<file path="config.mk">
export PLATFORM = sky130hd
export DESIGN_NAME = unitary_decoder_pipe
export DESIGN_NICKNAME = d
export VERILOG_FILES = /design/src/rtl/unitary_decoder_pipe.sv
export SDC_FILE = /design/constraint.sdc
export NUM_CORES = 1
export LEC_CHECK = 0
export CORE_ASPECT_RATIO = 0.6
export CORE_UTILIZATION = 42
export DETAILED_ROUTE_END_ITERATION = 10
export PLACE_DENSITY_LB_ADDON = 0.1
export SETUP_SLACK_MARGIN = 0.15
export SYNTH_ARGS = -nofsm -noshare
export SYNTH_HDL_FRONTEND = slang
export SYNTH_SLANG_ARGS = --single-unit
export TNS_END_PERCENT = 10
</file>
<file path="constraint.sdc">
create_clock -name clk -period 1.25 [get_ports clk]
set_input_delay 0.25 -clock clk [delete_from_list [all_inputs] [get_ports clk]]
set_output_delay 0.25 -clock clk [all_outputs]
set_load 0.01 [all_outputs]
</file>
<file path="src/rtl/unitary_decoder_pipe.sv">
// unitary_decoder_pipe: two-stage one-hot selector to binary index decoder with hit/multi flags and multi-hit counter.
module unitary_decoder_pipe #(
    parameter int INPUT_WIDTH = 3,
    parameter int CNT_WIDTH = 8,
    localparam int SEL_WIDTH = 2 ** INPUT_WIDTH
) (
    input  logic                   clk,
    input  logic                   rst,
    input  logic                   in_valid,
    output logic                   in_ready,
    input  logic [SEL_WIDTH-1:0]   in_selector,
    output logic                   out_valid,
    input  logic                   out_ready,
    output logic [INPUT_WIDTH-1:0] out_addr,
    output logic                   out_hit,
    output logic                   out_multi,
    input  logic                   err_clear,
    output logic [CNT_WIDTH-1:0]   err_count
);
    logic                   s1_valid_q, s1_valid_d, s2_valid_q, s2_valid_d;
    logic [SEL_WIDTH-1:0]   s1_sel_q, s1_sel_d;
    logic [INPUT_WIDTH-1:0] addr_q, addr_d, dec_addr;
    logic                   hit_q, hit_d, multi_q, multi_d, dec_hit, dec_multi;
    logic [CNT_WIDTH-1:0]   err_q, err_d;
    logic                   s1_en, s2_en, s2_load;

    // Scan downward so the lowest set bit wins.
    always_comb begin
        dec_addr = '0;
        for (int i = SEL_WIDTH - 1; i >= 0; i--)
            if (s1_sel_q[i]) dec_addr = INPUT_WIDTH'(i);
        dec_hit = |s1_sel_q;
        dec_multi = (s1_sel_q & (s1_sel_q - SEL_WIDTH'(1))) != '0;
    end

    always_comb begin
        s2_en = !s2_valid_q || out_ready;
        s1_en = !s1_valid_q || s2_en;
        s2_load = s2_en && s1_valid_q;
        s1_valid_d = s1_en ? in_valid : s1_valid_q;
        s1_sel_d = (s1_en && in_valid) ? in_selector : s1_sel_q;
        s2_valid_d = s2_en ? s1_valid_q : s2_valid_q;
        addr_d = s2_load ? dec_addr : addr_q;
        hit_d = s2_load ? dec_hit : hit_q;
        multi_d = s2_load ? dec_multi : multi_q;
        err_d = err_clear ? '0
              : (s2_valid_q && out_ready && multi_q && err_q != '1) ? err_q + CNT_WIDTH'(1)
              : err_q;
    end

    always_ff @(posedge clk) begin
        if (rst) begin
            s1_valid_q <= 1'b0;
            s2_valid_q <= 1'b0;
            s1_sel_q <= '0;
            addr_q <= '0;
            hit_q <= 1'b0;
            multi_q <= 1'b0;
            err_q <= '0;
        end else begin
            s1_valid_q <= s1_valid_d;
            s2_valid_q <= s2_valid_d;
            s1_sel_q <= s1_sel_d;
            addr_q <= addr_d;
            hit_q <= hit_d;
            multi_q <= multi_d;
            err_q <= err_d;
        end
    end

    assign in_ready = s1_en;
    assign out_valid = s2_valid_q;
    assign out_addr = addr_q;
    assign out_hit = hit_q;
    assign out_multi = multi_q;
    assign err_count = err_q;
endmodule

</file>
==> results.txt, run 1 <==
Status = complete, but fails checks
Violated checks = negative setup slack
Post-DP HPWL = 1.99 mm
Period minus WS final = 1.26 ns
Worst Hold Depth = 4
Clock power share = 31.4%
CTS Root Cell = clkbuf_8
Clock Path Buffers = 2
Worst hold path class = primary input to register
Clock transition at path regs = 0.09 ns
Area Overhead vs Synth = 52.8%
Drt wl/cell = 14.9 um
Cell internal pwr = 1.11 mW
#FFs+latches synth = 23
Final #Nets = 188
Fill count = 182
Starting density of the core = 47.2%
Sinks on Clock Net = 23
Pins over their slew limit = 0
Total Power = 1.52 mW
RSZ-0062 raised after global routing = yes
Vias in the first global route = 917
# IOs = 28
First-pass GRT wire length = 4.29 mm
Placed cell areas = 1480 sq um
DRT iter0 DRCs = 72
Initial antenna violation count = 0
Worst skew pair latency = 0.27 ns
CP startpoint kind = register
Top FF cell, synth = dfxtp_1
Max incr delay on CP = 0.38 ns
TritonCTS buffer count = 3
Worst EP required = 1.41 ns
Row count = 13
Layout cells sized above 1 = 45.1%
Antenna-violating nets left = 0
Routability cong. = 0.778
Ant diodes = 0
Clock Skew = 0.0103 ns
Pin count of the biggest net entering global routing = 17
DIE AREA = 2790 sq um
Die height = 41.3 um
Fin worst setup slack = -0.00916 ns
Total Wirelength = 3.02 mm
Final instance area = 1650 sq um
Comb pwr share = 16.6%
Syn_nets = 146
WS Path Type = register to register
Async SR Flop Fraction = 0%
Synth area leader = dfxtp_1
Crit path capture type = register
Synthesized instance count = 132
Part of the Yosys area used for sequential elements = 42.5%
Crit path max-delay cell type = dfxtp_4
Setup_tns = -0.0147 ns
Switching part of the total power = 27.2%
Setup violators final = 2
Pleak = 0.668 nW
Tot GR Track Use = 21.8%
Flop pwr share = 52.0%
Input/output buffers = 27
Drt pass-1 iters = 4
CTS tree = done
Crit share post-route = 101%
Max Clock Freq = 0.794 GHz
Warnings, synthesis = 0
Largest cells by area after synthesis = dfxtp_1, a21oi_1, nand3_1
Post-synth EDFFs = 0
Synth unique cells = 41
Critical path arrival = 1.42 ns
DR DRC count = 0
Vias/cell = 5.58
Switch Pwr = 0.413 mW
Max IR drop VDD = 733 uV
Via count = 1132
Post-synth top area share = 42.5%
GRT overflow = 0
Syn avg cell area = 8.20 sq um
Slew @ Worst Pin = 0.312 ns
Power Density = 920 nW/um^2
Placeable Area = 2290 sq um
Max cap viols = 0
Die span in x = 67.5 um
Critical Path Fanout Max = 5
Reg2reg path depth = 4
Hold Violations, Final = 0
Max-slew headroom = 79.0%
Critical Path, Cell by Cell = nor4_4 -> a21oi_2 -> a2111oi_4 -> a211oi_2
Mapped cell area = 1080 sq um
H-tree depth = 1
area by class of cell:
cell class              count  area [sq um]  share of cell area, %
clock buffers               4          45.0                   2.72
inverters                   4          15.0                  0.908
multi-input cells         100           733                   44.3
flip-flops and latches     23           499                   30.2
well taps                  30          37.5                   2.27
repair buffers             42           324                   19.6
synthesized netlist by cell type, drive strengths merged (2+ instances only):
| cell type | n |
|---|---|
| xor2 | 2 |
| nand2b | 2 |
| o21ai | 2 |
| nor4 | 3 |
| and3 | 3 |
| nor2 | 14 |
| nor3 | 3 |
| nand2 | 16 |
| buf | 2 |
| clkbuf | 3 |
| o31ai | 2 |
| nand3 | 15 |
| nand3b | 2 |
| dfxtp | 23 |
| inv | 4 |
| a21oi | 17 |
| nand4 | 2 |
layout by cell type, fill, tap and decap left out, types with 2 or more instances in the layout:
master	netlist	layout
dfxtp_4	0	7
xor2_1	2	2
nor3_1	3	2
nand2_1	15	13
o31ai_1	2	2
a21oi_2	0	8
nand3_2	0	3
clkbuf_2	0	4
dfxtp_2	0	10
buf_4	0	13
clkdlybuf4s50_1	0	10
nand3b_1	2	2
nor2_1	14	11
buf_6	0	2
clkbuf_8	0	3
a21oi_1	17	9
dfxtp_1	23	6
buf_2	1	9
nor2_2	0	2
nand3_1	15	12
and3_1	2	2
nand4_1	2	2
nor4_4	1	2
dlygate4sd2_1	0	3
inv_1	4	4
worst paths after layout:
| kind | from | to | slack, ns |
|---|---|---|---|
| setup / recovery | s1_sel_q[0] | out_multi | -0.009 |
| hold / removal | in_valid | s1_sel_q[6] | 0.44 |
| setup reg to reg | s1_sel_q[0] | out_multi | -0.009 |
| hold reg to reg | out_addr[1] | out_addr[1] | 0.47 |
logic make-up after synthesis:
kind of cell	count (synthesis)	share of synthesized area, %
multiplexers	1	0.925
buffers and inverters	9	3.24
XOR/XNOR	3	2.43
flip-flops	23	42.5
AND/OR/NAND/NOR	64	31.3
adder cells (fa/ha/maj)	2	2.20
AO/OA/AOI/OAI	30	17.3
through the flow:
step	util [%]	cells	worst slack [ns]	hold WS [ns]
2_1_floorplan	-	132	0.0441	0.397
5_1_grt	72.1	203	-0.0714	0.465
3_5_place_dp	64.4	195	-0.456	0.448
3_3_place_gp	64.4	195	-0.467	0.439
6_report	72.1	203	-0.00916	0.439
4_1_cts	68.7	202	0.00139	0.462
timing repair:
action	in CTS	in global routing
endpoints found under the setup margin	36	28
endpoints found under the hold margin	0	0
hold buffers	0	0
resized for setup	78	25
buffers inserted	3	1
pin swaps	21	13
gates cloned	0	0
critical path: cells and delay by family (launching register included):
family | cells | cell delay, ns
flip-flops | 1 | 0.38
AO/OA/AOI/OAI | 3 | 0.44
AND/OR/NAND/NOR | 1 | 0.33
routing by layer:
layer  part of all wire [%]  track usage, %  up-vias  wire length (um)
met5                      0               0        -                 0
met4                   0.63            4.79        0                19
met3                    4.9            6.79        4               149
met2                     44            30.2       37              1340
met1                     50            32.2      537              1510
li1                       -               -      554                 -
state kept, by name (all words and copies together), names as in the netlist:
signal and flops:
out_addr 3, s1_sel_q 8, s1_valid_q 1, out_hit 1
out_multi 1, err_count 8, out_valid 1
power by group through the flow:
stage	Sequential, mW	Clock, mW	Combinational, mW
final	0.792	0.478	0.252
after global routing	0.798	0.507	0.275
after CTS	0.787	0.473	0.216
after detailed placement	0.808	0	0.215
after global placement	0.806	0	0.211
after floorplan	0.808	0	0.101
Note: power is estimated with default switching activity, not from simulation.
==> inputs of run 2 (changes only) <==
--- a/config.mk
+++ b/config.mk
@@ -6,6 +6,7 @@
 export NUM_CORES = 1
 export LEC_CHECK = 0
 export CORE_ASPECT_RATIO = 0.6
+export CORE_MARGIN = 4
 export CORE_UTILIZATION = 42
 export DETAILED_ROUTE_END_ITERATION = 10
 export PLACE_DENSITY_LB_ADDON = 0.1
==> results.txt, run 2 (synthesis gave the netlist of run 1 again) <==
Placeable Area = 2310 sq um (was 2290 sq um)
CTS Root Cell = clkbuf_8 (unchanged)
Cell internal pwr = 1.10 mW (was 1.11 mW)
Critical path arrival = 1.42 ns (about the same)
Tot GR Track Use = 17.5% (was 21.8%)
DIE AREA = 3480 sq um (was 2790 sq um)
Max incr delay on CP = 0.37 ns (was 0.38 ns)
Switching part of the total power = 25.8% (was 27.2%)
Crit share post-route = 101% (about the same)
Clock Skew = 0.00426 ns (was 0.0103 ns)
First-pass GRT wire length = 4.60 mm (was 4.29 mm)
Setup violators final = 2 (unchanged)
CP startpoint kind = register (unchanged)
Vias in the first global route = 1033 (was 917)
Power Density = 926 nW/um^2 (was 920 nW/um^2)
Vias/cell = 5.61 (was 5.58)
Fill count = 195 (was 182)
Critical Path, Cell by Cell = ha_4 -> and4_1 -> nor4_2 -> xnor2_1 -> nor2_1 (was nor4_4 -> a21oi_2 -> a2111oi_4 -> a211oi_2)
Reg2Reg Setup Slack = -0.02 ns (was -0.009 ns)
Die span in x = 73.5 um (was 67.5 um)
H-tree depth = 1 (unchanged)
Most frequent cells in the layout = nand3_1, a21oi_1, nand2_1 (was nand2_1, buf_4, nand3_1)
Max cap viols = 0 (unchanged)
Worst Hold Depth = 4 (unchanged)
Via count = 1134 (was 1132)
Violated checks = negative setup slack (unchanged)
Layout cells sized above 1 = 37.2% (was 45.1%)
Placement Setup Slack = -0.450 ns (was -0.456 ns)
Max Clock Freq = 0.790 GHz (was 0.794 GHz)
Status = complete, but fails checks (unchanged)
Crit path capture type = register (unchanged)
Initial antenna violation count = 0 (unchanged)
Total Power = 1.48 mW (was 1.52 mW)
DRT iter0 DRCs = 96 (was 72)
Critical Path Fanout Max = 4 (was 5)
Antenna-violating nets left = 0 (unchanged)
Post-DP HPWL = 2.14 mm (was 1.99 mm)
Switch Pwr = 0.380 mW (was 0.413 mW)
Worst EP required = 1.41 ns (about the same)
Crit path max-delay cell type = dfxtp_4 (unchanged)
Clock transition at path regs = 0.08 ns (was 0.09 ns)
DR DRC count = 0 (unchanged)
Buffers plus inverters on the worst setup path = 0 (unchanged)
Delay-heaviest family, CP = simple AND/OR/NAND/NOR gates (was compound AO/OA/AOI/OAI gates)
Hold EP = s1_sel_q[1] (was s1_sel_q[6])
Ant diodes = 0 (unchanged)
WS Path Type = register to register (unchanged)
GRT overflow = 0 (unchanged)
Pleak = 0.645 nW (was 0.668 nW)
Die height = 47.3 um (was 41.3 um)
Clock power share = 31.1% (was 31.4%)
Slew @ Worst Pin = 0.265 ns (was 0.312 ns)
Reg2reg end = err_count[7] (was out_multi)
Pin count of the biggest net entering global routing = 17 (unchanged)
RSZ-0062 raised after global routing = yes (unchanged)
Sinks on Clock Net = 23 (unchanged)
Final #Nets = 187 (was 188)
Max-slew headroom = 82.3% (was 79.0%)
Area Overhead vs Synth = 47.2% (was 52.8%)
Input/output buffers = 27 (unchanged)
Total Wirelength = 2.87 mm (was 3.02 mm)
Reg2reg path depth = 5 (was 4)
Storage element area = 498 sq um (was 499 sq um)
TritonCTS buffer count = 3 (unchanged)
Max IR drop VDD = 686 uV (was 733 uV)
Worst hold path class = primary input to register (unchanged)
Fin worst setup slack = -0.0155 ns (was -0.00916 ns)
Worst skew pair latency = 0.26 ns (was 0.27 ns)
Clock Path Buffers = 2 (unchanged)
Hold Violations, Final = 0 (unchanged)
Fin cells = 202 (was 203)
Pins over their slew limit = 0 (unchanged)
Starting density of the core = 46.9% (was 47.2%)
Period minus WS final = 1.27 ns (was 1.26 ns)
CTS Hold Bufs = 0 (unchanged)
Worst hold start = in_valid (unchanged)
Drt wl/cell = 14.2 um (was 14.9 um)
Area of the multi-input gates = 668 sq um (was 733 sq um)
# IOs = 28 (unchanged)
Hold slack = 0.449 ns (was 0.439 ns)
RR Startpoint = err_count[0] (was s1_sel_q[0])
DP Cell Count = 196 (was 195)
Drt pass-1 iters = 4 (unchanged)
Flop pwr share = 53.3% (was 52.0%)
CTS tree = done (unchanged)
Routability cong. = 0.949 (was 0.778)
Comb pwr share = 15.6% (was 16.6%)
Row count = 13 (unchanged)
[run 2: changes by cell type in the layout (fill, tap and decap cells not counted), moves of 2 or more]
| cell | change |
|---|---|
| nand3_1 | +2 |
| nand3_2 | -2 |
| buf_2 | -2 |
| a21oi_1 | +5 |
| dfxtp_2 | -4 |
| dfxtp_1 | +3 |
| a21oi_2 | -5 |
[run 2: how the worst max path moves through the flow]
stage,start,end,slack (ns),cells after the start
after detailed placement,out_ready,in_ready,-0.45,3
after CTS,err_count[1],err_count[1],-0.03,5
final,err_count[0],err_count[7],-0.02,5
after floorplan,err_count[1],err_count[1],0.04,5
after global routing,err_count[1],err_count[4],-0.09,4
after global placement,out_ready,in_ready,-0.43,3
[run 2: stage by stage]
step | utilization (%) | area [sq um] | setup TNS [ns]
2_1_floorplan | - | 1110 | 0
3_3_place_gp | 64.2 | 1480 | -5.89
3_5_place_dp | 64.2 | 1480 | -6.92
4_1_cts | 66.9 | 1550 | -0.0596
5_1_grt | 69.0 | 1590 | -0.360
6_report | 69.0 | 1590 | -0.0194
[run 2: power groups by stage]
stage	Sequential [mW]	Combinational [mW]	Clock, mW
floorplan	0.808	0.101	0
global placement	0.806	0.211	0
detailed placement	0.808	0.216	0
CTS	0.789	0.215	0.471
global route	0.790	0.252	0.488
finish	0.787	0.231	0.458
[run 2: routing by layer]
layer	GRT usage (%)	vias to the layer above	share of wire, %
met5	0	-	0
met3	4.91	2	7.0
li1	-	554	-
met4	2.17	0	0.28
met2	29.2	35	44
met1	23.5	543	49
[run 2: what timing repair did]
item / in CTS / in global routing
buffers inserted: 1 / 1
pin swaps: 5 / 10
endpoints found under the hold margin: 0 / 0
resized for setup: 64 / 22
setup endpoints to repair: 36 / 29
[run 2: worst min-delay path: stages]
cell and delay (ns):
dlymetal6s2s_1 0.21, nand2_8 0.10, nand2_1 0.07, a21oi_1 0.05
[run 2: cell type report]
cell class	instances	area share [%]
multi-input combinational	100	41.9
inverter	4	0.943
tap	30	2.36
timing repair buffer	41	20.7
sequential	23	31.3
clock buffer	4	2.83
==> inputs of run 3 (changes only) <==
--- a/config.mk
+++ b/config.mk
@@ -5,6 +5,7 @@
 export SDC_FILE = /design/constraint.sdc
 export NUM_CORES = 1
 export LEC_CHECK = 0
+export ABC_CLOCK_PERIOD_IN_PS = 1250
 export CORE_ASPECT_RATIO = 0.6
 export CORE_MARGIN = 4
 export CORE_UTILIZATION = 42
==> results of run 3 <==
No change in the layout: final DEF, timing and power equal those of run 2.
